[src/rtl/control_sequencer_if.sv]
// -----------------------------------------------------------------------------
// control_sequencer_if
//   Bundles the instruction/condition inputs and the control-word outputs of
//   the control sequencer so the datapath and sequencer share one connection.
//
//   Members
//     ir       [31:0] instruction register contents (opcode = ir[31:27])
//     con_ff          branch-condition flip-flop output
//     stop            external halt request
//     run             high while the sequencer is executing (T0..T7)
//     bus_src  [7:0]  one-hot {Cout,InPortout,MDRout,PCout,ZLowout,ZHighout,LOout,HIout}
//     reg_ctl  [5:0]  {GRA,GRB,GRC,Rin,Rout,BAout}
//     ld_en    [9:0]  {MAR,MDR,IR,Y,PC,Zlow,Zhigh,CON_in,LO,HI}
//     mem_ctl  [2:0]  {IncPC,Read,Write}
//     alu_op   [4:0]  ALU operation code
//     state    [3:0]  current sequencer state (debug)
//
//   Modports
//     master : the sequencer (drives control word, reads ir/con_ff/stop)
//     slave  : the datapath side (drives ir/con_ff/stop, reads control word)
// -----------------------------------------------------------------------------
interface control_sequencer_if;
  logic [31:0] ir;
  logic        con_ff;
  logic        stop;
  logic        run;
  logic [7:0]  bus_src;
  logic [5:0]  reg_ctl;
  logic [9:0]  ld_en;
  logic [2:0]  mem_ctl;
  logic [4:0]  alu_op;
  logic [3:0]  state;

  modport master (
    input  ir, con_ff, stop,
    output run, bus_src, reg_ctl, ld_en, mem_ctl, alu_op, state
  );

  modport slave (
    output ir, con_ff, stop,
    input  run, bus_src, reg_ctl, ld_en, mem_ctl, alu_op, state
  );
endinterface

[src/rtl/control_sequencer.sv]
// -----------------------------------------------------------------------------
// control_sequencer
//   Moore-style hardwired control unit for a simple load/store CPU. Walks each
//   instruction through fetch (T0..T2) and an opcode-dependent execute tail
//   (T3..T7), emitting one control word per step.
//
//   Ports
//     clock  : single clock, all state changes on its rising edge
//     clear  : synchronous active-high reset, forces state RST
//     bus    : control_sequencer_if.master (ir, con_ff, stop in; run,
//              bus_src, reg_ctl, ld_en, mem_ctl, alu_op, state out)
//
//   Configuration
//     CTRL_MULDIV_EN : when defined, mul (01111) and div (10000) run a
//                      four-step execute that loads LO and HI. When undefined
//                      they behave as nop and the LO/HI load enables are tied 0.
// -----------------------------------------------------------------------------
module control_sequencer (
  input  logic                 clock,
  input  logic                 clear,
  control_sequencer_if.master  bus
);

  // State encoding is exported on bus.state for debug.
  typedef enum logic [3:0] {
    ST_RST  = 4'd0,
    ST_T0   = 4'd1,
    ST_T1   = 4'd2,
    ST_T2   = 4'd3,
    ST_T3   = 4'd4,
    ST_T4   = 4'd5,
    ST_T5   = 4'd6,
    ST_T6   = 4'd7,
    ST_T7   = 4'd8,
    ST_HALT = 4'd9
  } state_t;

  typedef enum logic [3:0] {
    CL_NOP,
    CL_RTYPE,
    CL_IMM,
    CL_LDI,
    CL_LD,
    CL_ST,
    CL_BR,
    CL_JR,
    CL_MULDIV,
    CL_HALT
  } iclass_t;

  // Opcodes
  localparam logic [4:0] OP_LD   = 5'b00000;
  localparam logic [4:0] OP_LDI  = 5'b00001;
  localparam logic [4:0] OP_ST   = 5'b00010;
  localparam logic [4:0] OP_RLO  = 5'b00011;  // first R-type ALU opcode
  localparam logic [4:0] OP_RHI  = 5'b01011;  // last R-type ALU opcode
  localparam logic [4:0] OP_ADDI = 5'b01100;
  localparam logic [4:0] OP_ANDI = 5'b01101;
  localparam logic [4:0] OP_ORI  = 5'b01110;
`ifdef CTRL_MULDIV_EN
  localparam logic [4:0] OP_MUL  = 5'b01111;
  localparam logic [4:0] OP_DIV  = 5'b10000;
`endif
  localparam logic [4:0] OP_BR   = 5'b10010;
  localparam logic [4:0] OP_JR   = 5'b10100;
  localparam logic [4:0] OP_HALT = 5'b11011;

  // ALU codes used for address/immediate arithmetic
  localparam logic [4:0] ALU_NONE = 5'b00000;
  localparam logic [4:0] ALU_ADD  = 5'b00011;
  localparam logic [4:0] ALU_AND  = 5'b00101;
  localparam logic [4:0] ALU_OR   = 5'b00110;

  // Bit positions inside each control field
  localparam int BUS_C    = 7;
  localparam int BUS_MDR  = 5;
  localparam int BUS_PC   = 4;
  localparam int BUS_ZLO  = 3;
  localparam int BUS_ZHI  = 2;

  localparam int REG_GRA  = 5;
  localparam int REG_GRB  = 4;
  localparam int REG_GRC  = 3;
  localparam int REG_RIN  = 2;
  localparam int REG_ROUT = 1;
  localparam int REG_BA   = 0;

  localparam int LD_MAR   = 9;
  localparam int LD_MDR   = 8;
  localparam int LD_IR    = 7;
  localparam int LD_Y     = 6;
  localparam int LD_PC    = 5;
  localparam int LD_ZLO   = 4;
  localparam int LD_ZHI   = 3;
  localparam int LD_CON   = 2;
  localparam int LD_LO    = 1;
  localparam int LD_HI    = 0;

  localparam int MEM_INC  = 2;
  localparam int MEM_RD   = 1;
  localparam int MEM_WR   = 0;

  // Without the multiply/divide option the LO/HI enables can never assert.
`ifdef CTRL_MULDIV_EN
  localparam logic [9:0] LD_EN_MASK = 10'h3FF;
`else
  localparam logic [9:0] LD_EN_MASK = 10'h3FC;
`endif

  state_t      state_q;
  state_t      state_d;
  iclass_t     iclass;
  logic [4:0]  opcode;
  logic [4:0]  imm_alu;
  logic        seq_done;

  logic [7:0]  bus_src_c;
  logic [5:0]  reg_ctl_c;
  logic [9:0]  ld_en_c;
  logic [2:0]  mem_ctl_c;
  logic [4:0]  alu_op_c;

  // Register fields of ir are consumed by the datapath, not by sequencing.
  logic unused_ir;
  assign unused_ir = ^bus.ir[26:0];

  assign opcode = bus.ir[31:27];

  // ---------------------------------------------------------------------------
  // Instruction classification
  // ---------------------------------------------------------------------------
  always_comb begin
    iclass  = CL_NOP;
    imm_alu = ALU_NONE;
    case (opcode)
      OP_LD:   iclass = CL_LD;
      OP_LDI:  iclass = CL_LDI;
      OP_ST:   iclass = CL_ST;
      OP_ADDI: begin iclass = CL_IMM; imm_alu = ALU_ADD; end
      OP_ANDI: begin iclass = CL_IMM; imm_alu = ALU_AND; end
      OP_ORI:  begin iclass = CL_IMM; imm_alu = ALU_OR;  end
`ifdef CTRL_MULDIV_EN
      OP_MUL,
      OP_DIV:  iclass = CL_MULDIV;
`endif
      OP_BR:   iclass = CL_BR;
      OP_JR:   iclass = CL_JR;
      OP_HALT: iclass = CL_HALT;
      default: begin
        // Contiguous R-type block; anything else (incl. nop) stays CL_NOP.
        if (opcode >= OP_RLO && opcode <= OP_RHI) begin
          iclass = CL_RTYPE;
        end
      end
    endcase
  end

  // ---------------------------------------------------------------------------
  // State register
  // ---------------------------------------------------------------------------
  always_ff @(posedge clock) begin
    if (clear) begin
      state_q <= ST_RST;
    end else begin
      state_q <= state_d;
    end
  end

  // ---------------------------------------------------------------------------
  // Next-state logic. seq_done marks the last step of an instruction; stop is
  // only honoured there, so an instruction already underway always finishes.
  // ---------------------------------------------------------------------------
  always_comb begin
    state_d  = state_q;
    seq_done = 1'b0;
    case (state_q)
      // Leaving reset always starts a fetch; stop is not consulted here.
      ST_RST:  state_d = ST_T0;
      ST_T0:   state_d = ST_T1;
      ST_T1:   state_d = ST_T2;
      ST_T2: begin
        case (iclass)
          CL_NOP:  seq_done = 1'b1;
          CL_HALT: state_d  = ST_HALT;
          default: state_d  = ST_T3;
        endcase
      end
      ST_T3: begin
        if (iclass == CL_JR) seq_done = 1'b1;
        else                 state_d  = ST_T4;
      end
      ST_T4:   state_d = ST_T5;
      ST_T5: begin
        if (iclass == CL_RTYPE || iclass == CL_IMM || iclass == CL_LDI) begin
          seq_done = 1'b1;
        end else begin
          state_d = ST_T6;
        end
      end
      ST_T6: begin
        if (iclass == CL_BR || iclass == CL_MULDIV) seq_done = 1'b1;
        else                                        state_d  = ST_T7;
      end
      ST_T7:   seq_done = 1'b1;
      ST_HALT: state_d = ST_HALT;
      default: state_d = ST_RST;
    endcase

    if (seq_done) begin
      state_d = bus.stop ? ST_HALT : ST_T0;
    end
  end

  // ---------------------------------------------------------------------------
  // Control-word decode from state and ir (con_ff only gates the branch's PC
  // load in T6). Every field defaults to 0 so unlisted signals stay low.
  // ---------------------------------------------------------------------------
  always_comb begin
    bus_src_c = '0;
    reg_ctl_c = '0;
    ld_en_c   = '0;
    mem_ctl_c = '0;
    alu_op_c  = ALU_NONE;

    case (state_q)
      ST_T0: begin
        bus_src_c[BUS_PC]  = 1'b1;
        ld_en_c[LD_MAR]    = 1'b1;
        mem_ctl_c[MEM_INC] = 1'b1;
      end

      ST_T1: begin
        mem_ctl_c[MEM_RD]  = 1'b1;
        ld_en_c[LD_MDR]    = 1'b1;
      end

      ST_T2: begin
        bus_src_c[BUS_MDR] = 1'b1;
        ld_en_c[LD_IR]     = 1'b1;
      end

      ST_T3: begin
        case (iclass)
          CL_RTYPE, CL_IMM: begin
            reg_ctl_c[REG_GRB]  = 1'b1;
            reg_ctl_c[REG_ROUT] = 1'b1;
            ld_en_c[LD_Y]       = 1'b1;
          end
          // Base-address path: BAout gives 0 for r0 so ldi/ld/st share it.
          CL_LDI, CL_LD, CL_ST: begin
            reg_ctl_c[REG_GRB]  = 1'b1;
            reg_ctl_c[REG_BA]   = 1'b1;
            ld_en_c[LD_Y]       = 1'b1;
          end
          CL_BR: begin
            reg_ctl_c[REG_GRA]  = 1'b1;
            reg_ctl_c[REG_ROUT] = 1'b1;
            ld_en_c[LD_CON]     = 1'b1;
          end
          CL_JR: begin
            reg_ctl_c[REG_GRA]  = 1'b1;
            reg_ctl_c[REG_ROUT] = 1'b1;
            ld_en_c[LD_PC]      = 1'b1;
          end
          CL_MULDIV: begin
            reg_ctl_c[REG_GRA]  = 1'b1;
            reg_ctl_c[REG_ROUT] = 1'b1;
            ld_en_c[LD_Y]       = 1'b1;
          end
          default: ;
        endcase
      end

      ST_T4: begin
        case (iclass)
          CL_RTYPE, CL_MULDIV: begin
            // R-type uses Rc as the second operand; mul/div use Rb.
            if (iclass == CL_RTYPE) reg_ctl_c[REG_GRC] = 1'b1;
            else                    reg_ctl_c[REG_GRB] = 1'b1;
            reg_ctl_c[REG_ROUT] = 1'b1;
            alu_op_c            = opcode;
            ld_en_c[LD_ZLO]     = 1'b1;
            ld_en_c[LD_ZHI]     = 1'b1;
          end
          CL_IMM: begin
            bus_src_c[BUS_C]    = 1'b1;
            alu_op_c            = imm_alu;
            ld_en_c[LD_ZLO]     = 1'b1;
          end
          CL_LDI, CL_LD, CL_ST: begin
            bus_src_c[BUS_C]    = 1'b1;
            alu_op_c            = ALU_ADD;
            ld_en_c[LD_ZLO]     = 1'b1;
          end
          CL_BR: begin
            bus_src_c[BUS_PC]   = 1'b1;
            ld_en_c[LD_Y]       = 1'b1;
          end
          default: ;
        endcase
      end

      ST_T5: begin
        case (iclass)
          CL_RTYPE, CL_IMM, CL_LDI: begin
            bus_src_c[BUS_ZLO]  = 1'b1;
            reg_ctl_c[REG_GRA]  = 1'b1;
            reg_ctl_c[REG_RIN]  = 1'b1;
          end
          CL_LD, CL_ST: begin
            bus_src_c[BUS_ZLO]  = 1'b1;
            ld_en_c[LD_MAR]     = 1'b1;
          end
          CL_BR: begin
            bus_src_c[BUS_C]    = 1'b1;
            alu_op_c            = ALU_ADD;
            ld_en_c[LD_ZLO]     = 1'b1;
          end
          CL_MULDIV: begin
            bus_src_c[BUS_ZLO]  = 1'b1;
            ld_en_c[LD_LO]      = 1'b1;
          end
          default: ;
        endcase
      end

      ST_T6: begin
        case (iclass)
          CL_LD: begin
            mem_ctl_c[MEM_RD]   = 1'b1;
            ld_en_c[LD_MDR]     = 1'b1;
          end
          // Store data comes from Ra over the bus; MDR must not read memory.
          CL_ST: begin
            reg_ctl_c[REG_GRA]  = 1'b1;
            reg_ctl_c[REG_ROUT] = 1'b1;
            ld_en_c[LD_MDR]     = 1'b1;
          end
          CL_BR: begin
            bus_src_c[BUS_ZLO]  = 1'b1;
            ld_en_c[LD_PC]      = bus.con_ff;
          end
          CL_MULDIV: begin
            bus_src_c[BUS_ZHI]  = 1'b1;
            ld_en_c[LD_HI]      = 1'b1;
          end
          default: ;
        endcase
      end

      ST_T7: begin
        case (iclass)
          CL_LD: begin
            bus_src_c[BUS_MDR]  = 1'b1;
            reg_ctl_c[REG_GRA]  = 1'b1;
            reg_ctl_c[REG_RIN]  = 1'b1;
          end
          CL_ST:   mem_ctl_c[MEM_WR] = 1'b1;
          default: ;
        endcase
      end

      default: ;  // RST, HALT: everything low
    endcase
  end

  assign bus.bus_src = bus_src_c;
  assign bus.reg_ctl = reg_ctl_c;
  assign bus.ld_en   = ld_en_c & LD_EN_MASK;
  assign bus.mem_ctl = mem_ctl_c;
  assign bus.alu_op  = alu_op_c;
  assign bus.state   = state_q;
  assign bus.run     = (state_q != ST_RST) && (state_q != ST_HALT);

endmodule
[src/flat_wrapper.sv]
// flat-port wrapper written by rule: the top's interface ports become plain ports
module control_sequencer_flat 
  (clock, clear, bus_ir, bus_con_ff, bus_stop, bus_run, bus_bus_src, bus_reg_ctl, bus_ld_en, bus_mem_ctl, bus_alu_op, bus_state);
  control_sequencer_if bus_i ();
  input  logic clock;
  input  logic clear;
  input wire logic [$bits(bus_i.ir)-1:0] bus_ir;
  input wire logic [$bits(bus_i.con_ff)-1:0] bus_con_ff;
  input wire logic [$bits(bus_i.stop)-1:0] bus_stop;
  output wire logic [$bits(bus_i.run)-1:0] bus_run;
  output wire logic [$bits(bus_i.bus_src)-1:0] bus_bus_src;
  output wire logic [$bits(bus_i.reg_ctl)-1:0] bus_reg_ctl;
  output wire logic [$bits(bus_i.ld_en)-1:0] bus_ld_en;
  output wire logic [$bits(bus_i.mem_ctl)-1:0] bus_mem_ctl;
  output wire logic [$bits(bus_i.alu_op)-1:0] bus_alu_op;
  output wire logic [$bits(bus_i.state)-1:0] bus_state;
  assign bus_i.ir = bus_ir;
  assign bus_i.con_ff = bus_con_ff;
  assign bus_i.stop = bus_stop;
  assign bus_run = bus_i.run;
  assign bus_bus_src = bus_i.bus_src;
  assign bus_reg_ctl = bus_i.reg_ctl;
  assign bus_ld_en = bus_i.ld_en;
  assign bus_mem_ctl = bus_i.mem_ctl;
  assign bus_alu_op = bus_i.alu_op;
  assign bus_state = bus_i.state;
  control_sequencer u_core (.clock(clock), .clear(clear), .bus(bus_i));
endmodule
[config.mk]
export PLATFORM = sky130hd
export DESIGN_NAME = control_sequencer_flat
export DESIGN_NICKNAME = d
export VERILOG_FILES = /design/src/rtl/control_sequencer_if.sv /design/src/rtl/control_sequencer.sv /design/src/flat_wrapper.sv
export SDC_FILE = /design/constraint.sdc
export NUM_CORES = 1
export LEC_CHECK = 0
export BUFFER_PORTS_ARGS = -buffer_cell sky130_fd_sc_hd__buf_2
export CAP_MARGIN = 20
export CORE_MARGIN = 1.5
export CORE_UTILIZATION = 44
export CTS_BUF_LIST = sky130_fd_sc_hd__clkbuf_8
export DETAILED_ROUTE_END_ITERATION = 6
export PLACE_DENSITY = 0.88
export SYNTH_ARGS = -nofsm -noshare
export SYNTH_HDL_FRONTEND = slang
export SYNTH_SLANG_ARGS = --single-unit
[constraint.sdc]
create_clock -name clock -period 4.4 [get_ports clock]
set_clock_uncertainty 0.15 [all_clocks]
set_input_delay 0.88 -clock clock [delete_from_list [all_inputs] [get_ports clock]]
set_output_delay 0.88 -clock clock [all_outputs]
set_load 0.1 [all_outputs]
# Word-level counts from Yosys, hierarchy flattened
# Index checks and enable logic that the tools add are counted.
# op_classes
order_cmp,2
n_eq_ne,32
muxes,57
reduce_logical,20
# op_table
op,count
case mux 4 bit (10 select lines),1
equality test 4 x 3 -> 1 bit (second input constant),8
two-way mux 1 bit,29
case mux 4 bit (7 select lines),1
case mux 1 bit (2 select lines),12
two-way mux 4 bit,5
equality test 4 x 2 -> 1 bit (second input constant),4
equality test 4 bit (second input constant),4
equality test 5 x 4 -> 1 bit (second input constant),3
equality test 5 bit (second input constant),3
case mux 5 bit (3 select lines),1
!= test 3 x 2 -> 1 bit (second input constant),4
OR reduction 3 bit,4
case mux 5 bit (2 select lines),1
OR reduction 5 bit,2
case mux 3 bit (3 select lines),1
equality test 4 x 1 -> 1 bit (second input constant),2
zero test 4 bit,2
case mux 4 bit (2 select lines),1
OR reduction 6 bit,1
equality test 5 x 1 -> 1 bit (second input constant),1
equality test 5 x 2 -> 1 bit (second input constant),1
>= comparator 5 x 2 -> 1 bit (second input constant),1
<= comparator 5 x 4 -> 1 bit (second input constant),1
other kinds (13),18
# totals
ff_bits,4
input_bits,36
output_inout_bits,37
wordCells,112

# Longest topological paths before layout
# logic_depth
word_depth,11
ltp_mapped,7
mapped_depth_nobuf,5

# Worst setup path before layout
# No wires, ideal clock.
# synth_timing
path_type,reg2out
startpoint,register u_core.state_q[0] (netlist: u_core.bus.state[0])
endpoint,output bus_bus_src[3]
arrival_ns,4.558
t_required_ns,3.370
path_slack_ns,-1.188
path_stages_with_launch,4
path_buffers,1
cell_sequence,dfxtp_1 > clkbuf_1 > mux2_2 > nor4_1
# synth_via
elab_chain_cells,2
word_cells_on_any_way,3
cone_classes,eq/ne: 2; mux: 1
# synth_rtl
element,line,rtl
from (decl),control_sequencer.sv:110,state_t state_q;
from (signal assigned),control_sequencer.sv:165,state_q <= state_d;
equality test 4 x 3 -> 1 bit,control_sequencer.sv:225,case (state_q)
case mux 1 bit (2 select lines) *,control_sequencer.sv:225,
to (decl),flat_wrapper.sv:11,output wire logic [$bits(bus_i.bus_src)-1:0] bus_bus_src;
# Mark *: on every way between the ends. The rest lies on a longest branch, timed or not.

# Final worst setup path
# layout_timing
startpoint,input bus_ir[29]
endpoint,output bus_bus_src[3]
# layout_via
elab_chain_cells,8
word_cells_on_any_way,26
cone_classes,order compare: 2; eq/ne: 15; mux: 5; reduce/logical: 4
# layout_rtl
element,line,rtl
from (decl),flat_wrapper.sv:7,input wire logic [$bits(bus_i.ir)-1:0] bus_ir;
>= comparator 5 x 2 -> 1 bit or <= comparator 5 x 4 -> 1 bit (tied branches),control_sequencer.sv:151,if (opcode >= OP_RLO && opcode <= OP_RHI) begin
logical AND 1 bit,control_sequencer.sv:151,
two-way mux 1 bit,control_sequencer.sv:151,
case mux 4 bit (7 select lines) *,control_sequencer.sv:135,case (opcode)
"equality test 4 x 3 -> 1 bit, or another cell as far along",control_sequencer.sv:304,case (iclass)
OR reduction 6 bit (no line),-,
two-way mux 1 bit,control_sequencer.sv:304,
case mux 1 bit (2 select lines) *,control_sequencer.sv:225,
# Marks and branches as above.

==> metrics.yaml <==
portBuffers: 38
critical_path_class: "in2out"
postCtsResizedCells: 0
antenna_found_initial: 0
clkPwrFrac_pct: 24.1
status: "finished, final reports clean"
die-width_microns: 49.1
cts_max_level: 1
final_nets: 204
synth_fa_ha_area_share_pct: 0
hold_violations: 0
synth_top_family_by_area: "simple AND/OR/NAND/NOR gates"
drtIter0Drc: 24
syn_area_sq_um: 935
drive_above_1_share_pct: 36.1
largest_reg_flops: 4
seqPwrFrac_pct: 15.5
wl_per_cell_microns: 13.3
worstReg2RegEnd: "u_core.bus.state[0]$_SDFFE_PP0P_"
min_from: "u_core.bus.state[0]$_SDFFE_PP0P_"
drt_pass1_iterations: 4
finalMaxSlewViolations: 0
power_switching_uw: 192
power.total_uw: 325
ys_seq_elements: 4
path_cells: "buf_2 > and2b_1 > nand3_1 > mux2_2 > nor4_2 > buf_2"
grt_pass1_wl_microns: 4280
fmax_ghz: 0.268
clockRootBuffer: "clkbuf_8"
cts_buffer_depth: 2
final_util_pct: 57.4
avgSynthCellArea_sq_um: 6.87
core_area_sq_um: 1980
powerDensity_nw_per_um2: 285
hold_depth: 2
leakagePower_nw: 0.519
synthXorXnorAreaFrac_pct: 1.87
r2r_start: "u_core.bus.state[0]$_SDFFE_PP0P_"
grt_overflow_total: 0
path_delay_family: "simple AND/OR/NAND/NOR gates"
synthArstFlopShare_pct: 0
diodes: 0
ys_warn_count: 0
combPwrFrac_pct: 60.3
ys_seq_area_share_pct: 8.57
synth_cell_types: 47
critical_path_required_ns: 3.37
cp-start-kind: "input pin"
place_hpwl_microns: 1950
vias: 1108
worstMarginPinSlew_ns: 0.597
crit_top_cell: "buf_2"
synth.largest_area_cell: "dfxtp_1"
grt_pass1_vias: 964
rsz0062_at_grt: "no"
max-vdd-ir-drop_mv: 0.294
min_to: "u_core.bus.state[3]$_SDFFE_PP0P_"
endpoint_kind: "primary output"
cts_buffers: 3
muxShareOfSynthArea_pct: 2.41
die-area_sq_um: 2410
period_needed_ns: 3.73
crit_arrival_ns: 2.70
cts_setup_buffers: 0
synth-edff-count: 0
maxSlewHeadroom_pct: 60.1
hold_class: "reg2reg"
period_share_pct: 84.7
rows: 16
cp_slowest_stage_delay_ns: 0.47
setup_viol: 0
synth_top_area_share_pct: 8.57
crit_slowest_cell: "buf_2"
cp.buffers_inverters: 2
drc: 0
yosys.area_share.simple_pct: 41.2
ioPinCount: 73
ant_nets: 0
synth_area_leaders: "dfxtp_1 8.6%, buf_4 8.0%, nor2_1 6.0%, a21oi_1 4.8%, nand2_1 4.4%"
die_y_microns: 49.1
sw_frac_of_total_pct: 59.0
area_growth_syn_to_layout_pct: 21.7
maxCapViolCount: 0
cts_tree: "done"
grt_max_degree: 19
clkTransAtPathRegs_ns: 0.03
p_int_uw: 133
insertion_delay_ns: 0.22
finalWeightedCongestion: 0.956
grt.total_usage_pct: 22.0
via_per_inst: 5.74
ys.flop_type: "dfxtp_1"
cts.sinks: 4
worstPathMaxFanout: 14
cts-hold-fix-buffers: 0
initial_core_util_pct: 47.2
postSynthCellCount: 136
wirelength_microns: 2560
r2r_setup_slack_ns: 2.40
r2r_cells: 5
synth_compound_area_share_pct: 30.9
-- through the flow --
stage / worst slack [ns] / cell area [sq um] / TNS (ns) / hold WS [ns] / std cells
4_1_cts: 0.669 / 1140 / 0 / 0.570 / 193
2_1_floorplan: -0.0248 / 986 / -0.0248 / 0.799 / 142
3_3_place_gp: 0.703 / 1100 / 0 / 0.546 / 190
3_5_place_dp: 0.684 / 1100 / 0 / 0.564 / 190
6_report: 0.671 / 1140 / 0 / 0.572 / 193
5_1_grt: 0.527 / 1140 / 0 / 0.643 / 193
-- worst min-delay path: cells and delay by family, from the launching register on --
family,cells,cell delay (ns)
AND/OR/NAND/NOR,1,0.15
flip-flops,1,0.46
AO/OA/AOI/OAI,1,0.06
-- layout make-up --
type | instances | area, sq um
clock buffer | 3 | 41.3
fill | 178 | 845
inverter | 6 | 22.5
multi-input combinational | 115 | 769
sequential | 4 | 80.1
tap | 27 | 33.8
timing repair buffer | 38 | 190
-- worst max-delay path by stage --
stage | startpoint | end | slack [ns] | depth (start not counted)
2_1_floorplan | bus_ir[30] | bus_bus_src[3] | -0.02 | 5
6_report | bus_ir[29] | bus_bus_src[3] | 0.67 | 6
5_1_grt | bus_ir[29] | bus_bus_src[3] | 0.53 | 6
3_5_place_dp | bus_ir[29] | bus_bus_src[3] | 0.68 | 6
3_3_place_gp | bus_ir[29] | bus_bus_src[3] | 0.70 | 6
4_1_cts | bus_ir[29] | bus_bus_src[3] | 0.67 | 6
-- placed cells by master (no fill, tap or decap), types with 4 or more instances in the layout --
cell type	count
a21oi_1	9
and3_1	4
buf_2	38
conb_1	7
dfxtp_1	4
inv_1	4
nand2_1	11
nand2b_1	6
nand3_1	5
nor2_1	14
nor3_2	4
o21ai_0	5
or3_1	4
-- power by group through the flow --
stage / Clock (mW) / Combinational (mW) / Sequential (mW)
2_1_floorplan: 0 / 0.165 / 0.0623
4_1_cts: 0.0808 / 0.195 / 0.0501
3_3_place_gp: 0 / 0.192 / 0.0501
5_1_grt: 0.0813 / 0.205 / 0.0515
6_report: 0.0784 / 0.196 / 0.0504
3_5_place_dp: 0 / 0.195 / 0.0506
-- Yosys cell counts, types with 2 or more instances --
cell type	n
xnor2_1	2
nand4bb_1	2
o21ai_0	6
clkbuf_1	2
dfxtp_1	4
mux2_2	2
nand3_1	5
nor3_1	6
a211o_1	2
nand2_1	11
buf_2	4
nand2b_1	6
o22ai_1	2
nand4_1	2
a21oi_1	9
o22a_1	3
inv_2	2
inv_1	4
and2_1	3
and3_1	4
a211oi_1	2
buf_4	10
a41o_1	2
or3_1	4
nor2_1	15
-- cell families after synthesis --
group,after synthesis
compound gates,35
xor+xnor,2
buf+inv,23
flops,4
mux,2
other cells,1
simple gates,69
-- metal layers --
metal	routed length [microns]	global-route usage, %	vias to the layer above	share of wire [%]
met2	1270	37.4	56	50
met5	0	0	-	0
met1	1070	28.0	510	42
met3	180	1.53	5	7.0
li1	-	-	537	-
met4	34	10.0	0	1.3
No activity file was read; power rests on OpenSTA's default activity.
